===== config.mk =====
export PLATFORM = sky130hd
export DESIGN_NAME = rr_arbiter_16
export DESIGN_NICKNAME = d
export VERILOG_FILES = /design/src/rtl/rr_arbiter_16.sv
export SDC_FILE = /design/constraint.sdc
export NUM_CORES = 1
export LEC_CHECK = 0
export CAP_MARGIN = 20
export CORE_ASPECT_RATIO = 2
export CORE_MARGIN = 2
export CORE_UTILIZATION = 50
export DETAILED_ROUTE_END_ITERATION = 6
export GPL_TIMING_DRIVEN = 0
export HOLD_SLACK_MARGIN = 0.06
export PLACE_DENSITY = 0.72
export SLEW_MARGIN = 20
export SYNTH_ARGS = -nofsm -noshare
export SYNTH_HDL_FRONTEND = slang
export SYNTH_SLANG_ARGS = --single-unit

===== constraint.sdc =====
create_clock -name clk -period 8.9 [get_ports clk]
set_input_delay 0.89 -clock clk [delete_from_list [all_inputs] [get_ports clk]]
set_output_delay 0.89 -clock clk [all_outputs]
set_load 0.005 [all_outputs]

===== src/rtl/rr_arbiter_16.sv =====
// Round-robin arbiter for N requesters with registered one-hot grant,
// binary grant index, and an optional per-owner hold limit.
module rr_arbiter_16 #(
    parameter int N        = 16,
    parameter int IW       = $clog2(N),
    parameter int MAX_HOLD = 8
) (
    input  logic          clk,
    input  logic          reset,
    input  logic [N-1:0]  req,
    input  logic          done,
    output logic [N-1:0]  gnt,
    output logic [IW-1:0] gnt_idx,
    output logic          gnt_valid
);

    // Hold counter only needs to reach MAX_HOLD; unlimited mode saturates at all-ones.
    localparam int HW = (MAX_HOLD > 0) ? $clog2(MAX_HOLD + 1) : 8;
    localparam logic [HW-1:0] HOLD_SAT = (MAX_HOLD != 0) ? HW'(MAX_HOLD) : {HW{1'b1}};

    localparam logic [0:0] IDLE  = 1'b0;
    localparam logic [0:0] GRANT = 1'b1;

    logic [0:0]    state_q,    state_d;
    logic [N-1:0]  gnt_q,      gnt_d;
    logic [IW-1:0] gnt_idx_q,  gnt_idx_d;
    logic          gnt_vld_q,  gnt_vld_d;
    logic [IW-1:0] ptr_q,      ptr_d;
    logic [HW-1:0] hold_q,     hold_d;

    logic [IW-1:0] own_nxt;
    logic [IW-1:0] start;
    logic [IW-1:0] win;
    logic          found;
    logic          rel;

    // Start point after the current owner, wrapping modulo N.
    always_comb begin
        own_nxt = (gnt_idx_q == IW'(N - 1)) ? '0 : gnt_idx_q + 1'b1;
        start   = (state_q == GRANT) ? own_nxt : ptr_q;
        rel     = done || !req[gnt_idx_q] || ((MAX_HOLD != 0) && (hold_q == HOLD_SAT));
    end

    // Circular priority search: first requester at or after start.
    always_comb begin
        int j;
        found = 1'b0;
        win   = '0;
        for (int k = 0; k < N; k++) begin
            j = int'(start) + k;
            if (j >= N) j = j - N;
            if (!found && req[j]) begin
                found = 1'b1;
                win   = IW'(j);
            end
        end
    end

    // Next-state: grant from idle, hold, or release with back-to-back handoff.
    always_comb begin
        state_d   = state_q;
        gnt_d     = gnt_q;
        gnt_idx_d = gnt_idx_q;
        gnt_vld_d = gnt_vld_q;
        ptr_d     = ptr_q;
        hold_d    = hold_q;
        case (state_q)
            IDLE: begin
                if (found) begin
                    state_d      = GRANT;
                    gnt_d        = '0;
                    gnt_d[win]   = 1'b1;
                    gnt_idx_d    = win;
                    gnt_vld_d    = 1'b1;
                    hold_d       = HW'(1);
                end
            end
            default: begin
                if (rel) begin
                    ptr_d = own_nxt;
                    if (found) begin
                        gnt_d      = '0;
                        gnt_d[win] = 1'b1;
                        gnt_idx_d  = win;
                        hold_d     = HW'(1);
                    end else begin
                        state_d   = IDLE;
                        gnt_d     = '0;
                        gnt_idx_d = '0;
                        gnt_vld_d = 1'b0;
                        hold_d    = '0;
                    end
                end else if (hold_q != HOLD_SAT) begin
                    hold_d = hold_q + 1'b1;
                end
            end
        endcase
    end

    // State registers with synchronous reset.
    always_ff @(posedge clk) begin
        if (reset) begin
            state_q   <= IDLE;
            gnt_q     <= '0;
            gnt_idx_q <= '0;
            gnt_vld_q <= 1'b0;
            ptr_q     <= '0;
            hold_q    <= '0;
        end else begin
            state_q   <= state_d;
            gnt_q     <= gnt_d;
            gnt_idx_q <= gnt_idx_d;
            gnt_vld_q <= gnt_vld_d;
            ptr_q     <= ptr_d;
            hold_q    <= hold_d;
        end
    end

    assign gnt       = gnt_q;
    assign gnt_idx   = gnt_idx_q;
    assign gnt_valid = gnt_vld_q;

endmodule


Yosys cells after proc, flatten, opt, wreduce, memory -nomap -nowiden
Index checks and enable logic that the tools add are counted.

Bits in registers: 30. Input port bits: 19. Output and inout port bits: 21. Word-level logic and storage cells: 241.

Add/subtract/negate cells: 33. Order comparisons: 35. Equal/unequal tests: 6. Multiplexer cells: 122. Reductions and logical operators: 39.

Operators by type and width (count): $lt A32 B6 Y1 const B (16); $mux W32 (16); $mux W4 (26); $sub A5 B5 Y6 const B (15); $ge A5 B5 Y1 const B (15); $bmux W1 S4 (17); $mux W16 (4); $mux W1 (58); $add A4 B4 Y5 const B (8); $add A4 B3 Y5 const B (4); $logic_and A1 B1 Y1 (16); $logic_not A1 Y1 (16); $add A4 B2 Y5 const B (2); $lt A4 B5 Y1 const B (2); $add A4 B1 Y4 const B (2); $eq A4 B4 Y1 const B (2); $reduce_and A2 Y1 (3); $sub A4 B5 Y6 const B (1); $add A4 B1 Y5 const B (1); $ge A4 B5 Y1 const B (1); $demux W1 S4 (1); $ge A4 B1 Y1 const B (1); $ne A4 B4 Y1 const B (1); $ne A3 B1 Y1 const B (1); 5 further kinds (6).

Longest topological paths before layout
Depth in word-level cells: 61. Depth in mapped cells: 21. Depth with buffers taken out: 16.

Least setup slack after synthesis
No wires, ideal clock.

Path kind: register to register. From: register gnt_idx_q[0] (netlist: gnt_idx[0]). To: register gnt_q[10] (netlist: gnt[10]). Library setup time: 0.101 ns. Arrival time: 4.842 ns. Data required time: 8.799 ns. Setup slack: 3.957 ns. Cell stages (with the launch flop): 17. Buffers on the path: 3. Clock period less this slack: 4.943 ns. Cells stage by stage: dfxtp_1 > ha_1 > xor2_1 > mux2i_1 > clkbuf_1 > clkbuf_1 > ha_1 > a21o_1 > xnor2_1 > mux4_2 > or4_4 > or4_4 > o221ai_2 > a211oi_4 > or2_1 > buf_6 > o41ai_1.

Longest elaborated chain between the ends: 61. Elaborated cells between the ends (all ways): 194. Those cells by class: add/sub: 32; order compare: 18; eq/ne: 2; mux: 106; reduce/logical: 36.

RTL lines: start, declared (line 26) `logic [IW-1:0] gnt_idx_q, gnt_idx_d;`; start signal, assigned (line 112) `gnt_idx_q <= gnt_idx_d;`; parallel branches: the longest is 61 deep, another holds $sub A5 B5 Y6; end signal, assigned (line 111) `gnt_q <= gnt_d;`; end, declared (line 25) `logic [N-1:0] gnt_q, gnt_d;`.

Parallel ways; which one is timed is not known. The select of a mux whose other input is x is not followed. A chain may end at the register's enable or synchronous reset.

Worst setup path after layout
From: register gnt_idx_q[0] (netlist: gnt_idx[0]). To: register gnt_q[14] (netlist: gnt[14]).

The elaborated chain is that of the path after synthesis.

==> metrics <==
crit path max fanout 11; status complete, no violations; grt met2 use 47.8%; Initial Utilization 51.1%; register clock-pin slew on the reported worst setup and hold paths 0.05 ns; Tcrit/Tclk final 71.6%; cell taking the most area after synthesis dfxtp_1; Fillers 690; critical path, cell by cell ha_1, xor2_1, mux2i_1, inv_1, clkbuf_1, clkbuf_1, ha_1, buf_1, nor2b_1, a221oi_1, o211ai_1, mux4_2, nand2b_1, clkbuf_1, nor4_1, a2111oi_0, nor4_1, nor2_1, o41ai_1; Synth top area share 15.7%; IO Port Bufs 39; Final Critical Period 6.37 ns; Reg power frac 9.7%; Root Driver clkbuf_16; Async S/R FF share, synth 0%; Synth Instances 450; vias 3998; Layout area overhead 17.2%; antenna violations before repair 0; CTS Buffer Depth 2; maximum vdd drop 0.000252 V; GRT Total Usage 28.8%; layout cells sized above 1 13.1%; drt total wl 11.8 mm; largest net degree at the start of global routing 14; crit-path leading delay family buffers and inverters; Critical Path Start Type flop; later-pin clock latency in the skew report 0.28 ns; Fin. Hold Viols 0; CP Buf/Inv Count 5; Leakage 1.65 nW; Internal 0.000907 W; first-pass GRT wire length 18.9 mm; Logic pwr share 81.6%; #FFs+latches synth 30; initial DRC count 454; Slowest-stage cell, CP nor4_1; M3 GR Usage 3.95%; # rows 45; Synthesized Nets 479; max incr delay on CP 0.63 ns; Final GP Congestion 0.957; gr ovfl total 0; Ys Warns 0; register area 601 µm²; htree depth 2; ys flop type dfxtp_1; Placeable Area 0.00749 mm²; final HPWL from detailed placement 8.84 mm; Setup-failing EPs final 0; Sw Share 53.7%; Final Max Tran Viols 0; Rel. slew slack 43.5%; Post-route DRC 0; GRT met1 Usage 35.1%; clk sinks 30; CP most frequent cell clkbuf_1; Antenna diodes 0; most used routing layer met2; Num CTS Buffers 5; syn avg cell area 8.50 µm²; Req. time, crit path 9.07 ns; Die Wd 65.8 µm; Max Freq 0.157 GHz; RSZ-0062 raised after global routing no; drt pass-1 iters 5; post-synth cell types 77; TNS Setup 0 ns; number of max-cap violations 0; Die Area 0.00841 mm²; worst hold path class flop to flop; Worst Max-Slew Pin Slew 0.841 ns; Worst Path Arrival 6.55 ns; Hold Buf Count CTS 0; Seq/Total Area, Yosys 15.7%; synth top area cells dfxtp_1, mux2i_1, mux4_2; EDFF count, synth 0; Switch Pwr 0.00105 W; Post-DRT Antenna Nets 0; Power Dens Cells 437 mW/mm²; TritonCTS clock tree done; clock power share 8.7%; Crit. End Element flop; critical path type flop to flop; Vias/cell 6.76; clk_skew 0.00565 ns; mapped cell area 0.00382 mm²; setup bufs post-CTS 0; io pins 40; # placed instances 583; Multi-input gate area 0.00304 mm²; CTS-repair resized insts 0; reg2reg setup slack 2.53 ns; Wirelength per Cell 19.9 µm; die height 128 µm; Layout Cells excl Fill 591; Final #Nets 525; vias in the first global route 3831
per-layer routing:
layer,wire length [µm],up-vias
met2,5800,215
met4,653,0
met3,720,56
li1,-,1855
met1,4600,1872
met5,0,-
synth_stat cells (10+ instances only):
cell type,instances
o21ai_0,13
o31ai_1,10
nor3_1,13
nor2_1,34
dfxtp_1,30
clkbuf_1,16
mux2_2,12
mux4_2,16
ha_1,10
nand3_1,18
mux2i_1,46
nand2_1,51
xnor2_1,13
a21oi_1,21
logic make-up (layout without fill, tap and decap cells):
kind of cell             after synthesis  in the layout  share of synthesized area (%)
flip-flops                            30             30                           15.7
adder cells (fa/ha/maj)               10             10                           3.27
XOR/XNOR                              14             14                           3.21
buffers and inverters                 39             86                           4.87
AND/OR/NAND/NOR                      163            163                           21.3
multiplexers                          79             79                           28.3
AO/OA/AOI/OAI                        115            115                           23.4
registers in the layout, summed over array words and instances (netlist names):
signal,flops
gnt_idx,4
state_q,1
gnt_valid,1
gnt,16
ptr_q,4
hold_q,4
final timing paths:
| path | from | endpoint | cells after the start |
|---|---|---|---|
| setup / recovery | gnt_idx[0]$_SDFFE_PP0P_ | gnt[14]$_SDFFE_PP0P_ | 19 |
| setup reg to reg | gnt_idx[0]$_SDFFE_PP0P_ | gnt[14]$_SDFFE_PP0P_ | 19 |
| hold reg to reg | gnt[12]$_SDFFE_PP0P_ | gnt[12]$_SDFFE_PP0P_ | 2 |
| hold / removal | gnt[12]$_SDFFE_PP0P_ | gnt[12]$_SDFFE_PP0P_ | 2 |
worst reg2reg max path: stages (launching register included):
cell	delay, ns
dfxtp_1	0.36
ha_1	0.27
xor2_1	0.21
mux2i_1	0.20
inv_1	0.15
clkbuf_1	0.42
clkbuf_1	0.58
ha_1	0.26
buf_1	0.34
nor2b_1	0.13
a221oi_1	0.28
o211ai_1	0.32
mux4_2	0.44
nand2b_1	0.08
clkbuf_1	0.22
nor4_1	0.53
a2111oi_0	0.17
nor4_1	0.63
nor2_1	0.31
o41ai_1	0.37
per-stage QoR:
step                cell area [µm²]  utilization (%)  worst slack [ns]  hold slack [ns]  power (W)
global placement               4330             57.9              2.59            0.434    0.00173
global route                   4480             59.9              2.06            0.468    0.00208
finish                         4480             59.9              2.53            0.448    0.00196
floorplan                      3820                -              3.96            0.444    0.00135
CTS                            4480             59.9              2.57            0.452    0.00192
detailed placement             4330             57.9              2.60            0.435    0.00174
cells in the final DEF (no fill, tap or decap), types with 6 or more instances in the layout:
cell / n
mux4_2: 16
nor4_1: 6
dfxtp_1: 30
clkdlybuf4s50_1: 39
inv_1: 7
mux2_2: 12
xnor2_1: 13
o21ai_0: 13
o31ai_1: 10
ha_1: 10
nand3_1: 18
o41ai_1: 8
a21oi_1: 21
nand2_1: 51
clkbuf_1: 16
nor2_1: 34
mux2i_1: 46
nor3_1: 13
area by class of cell:
type	count	area share [%]
Buffer	29	3.32
Clock buffer	6	3.10
Clock inverter	2	0.279
Inverter	10	0.837
Multi-Input combinational cell	381	67.7
Sequential cell	30	13.4
Tap cell	94	2.62
Timing Repair Buffer	39	8.71
power by group through the flow:
stage / clock (W) / combinational (W) / sequential (W)
finish: 0.000170 / 0.00160 / 0.000191
global route: 0.000178 / 0.00171 / 0.000196
CTS: 0.000170 / 0.00156 / 0.000191
detailed placement: 0 / 0.00154 / 0.000194
global placement: 0 / 0.00154 / 0.000193
floorplan: 0 / 0.00116 / 0.000193
(Power assumes the default switching activity.)
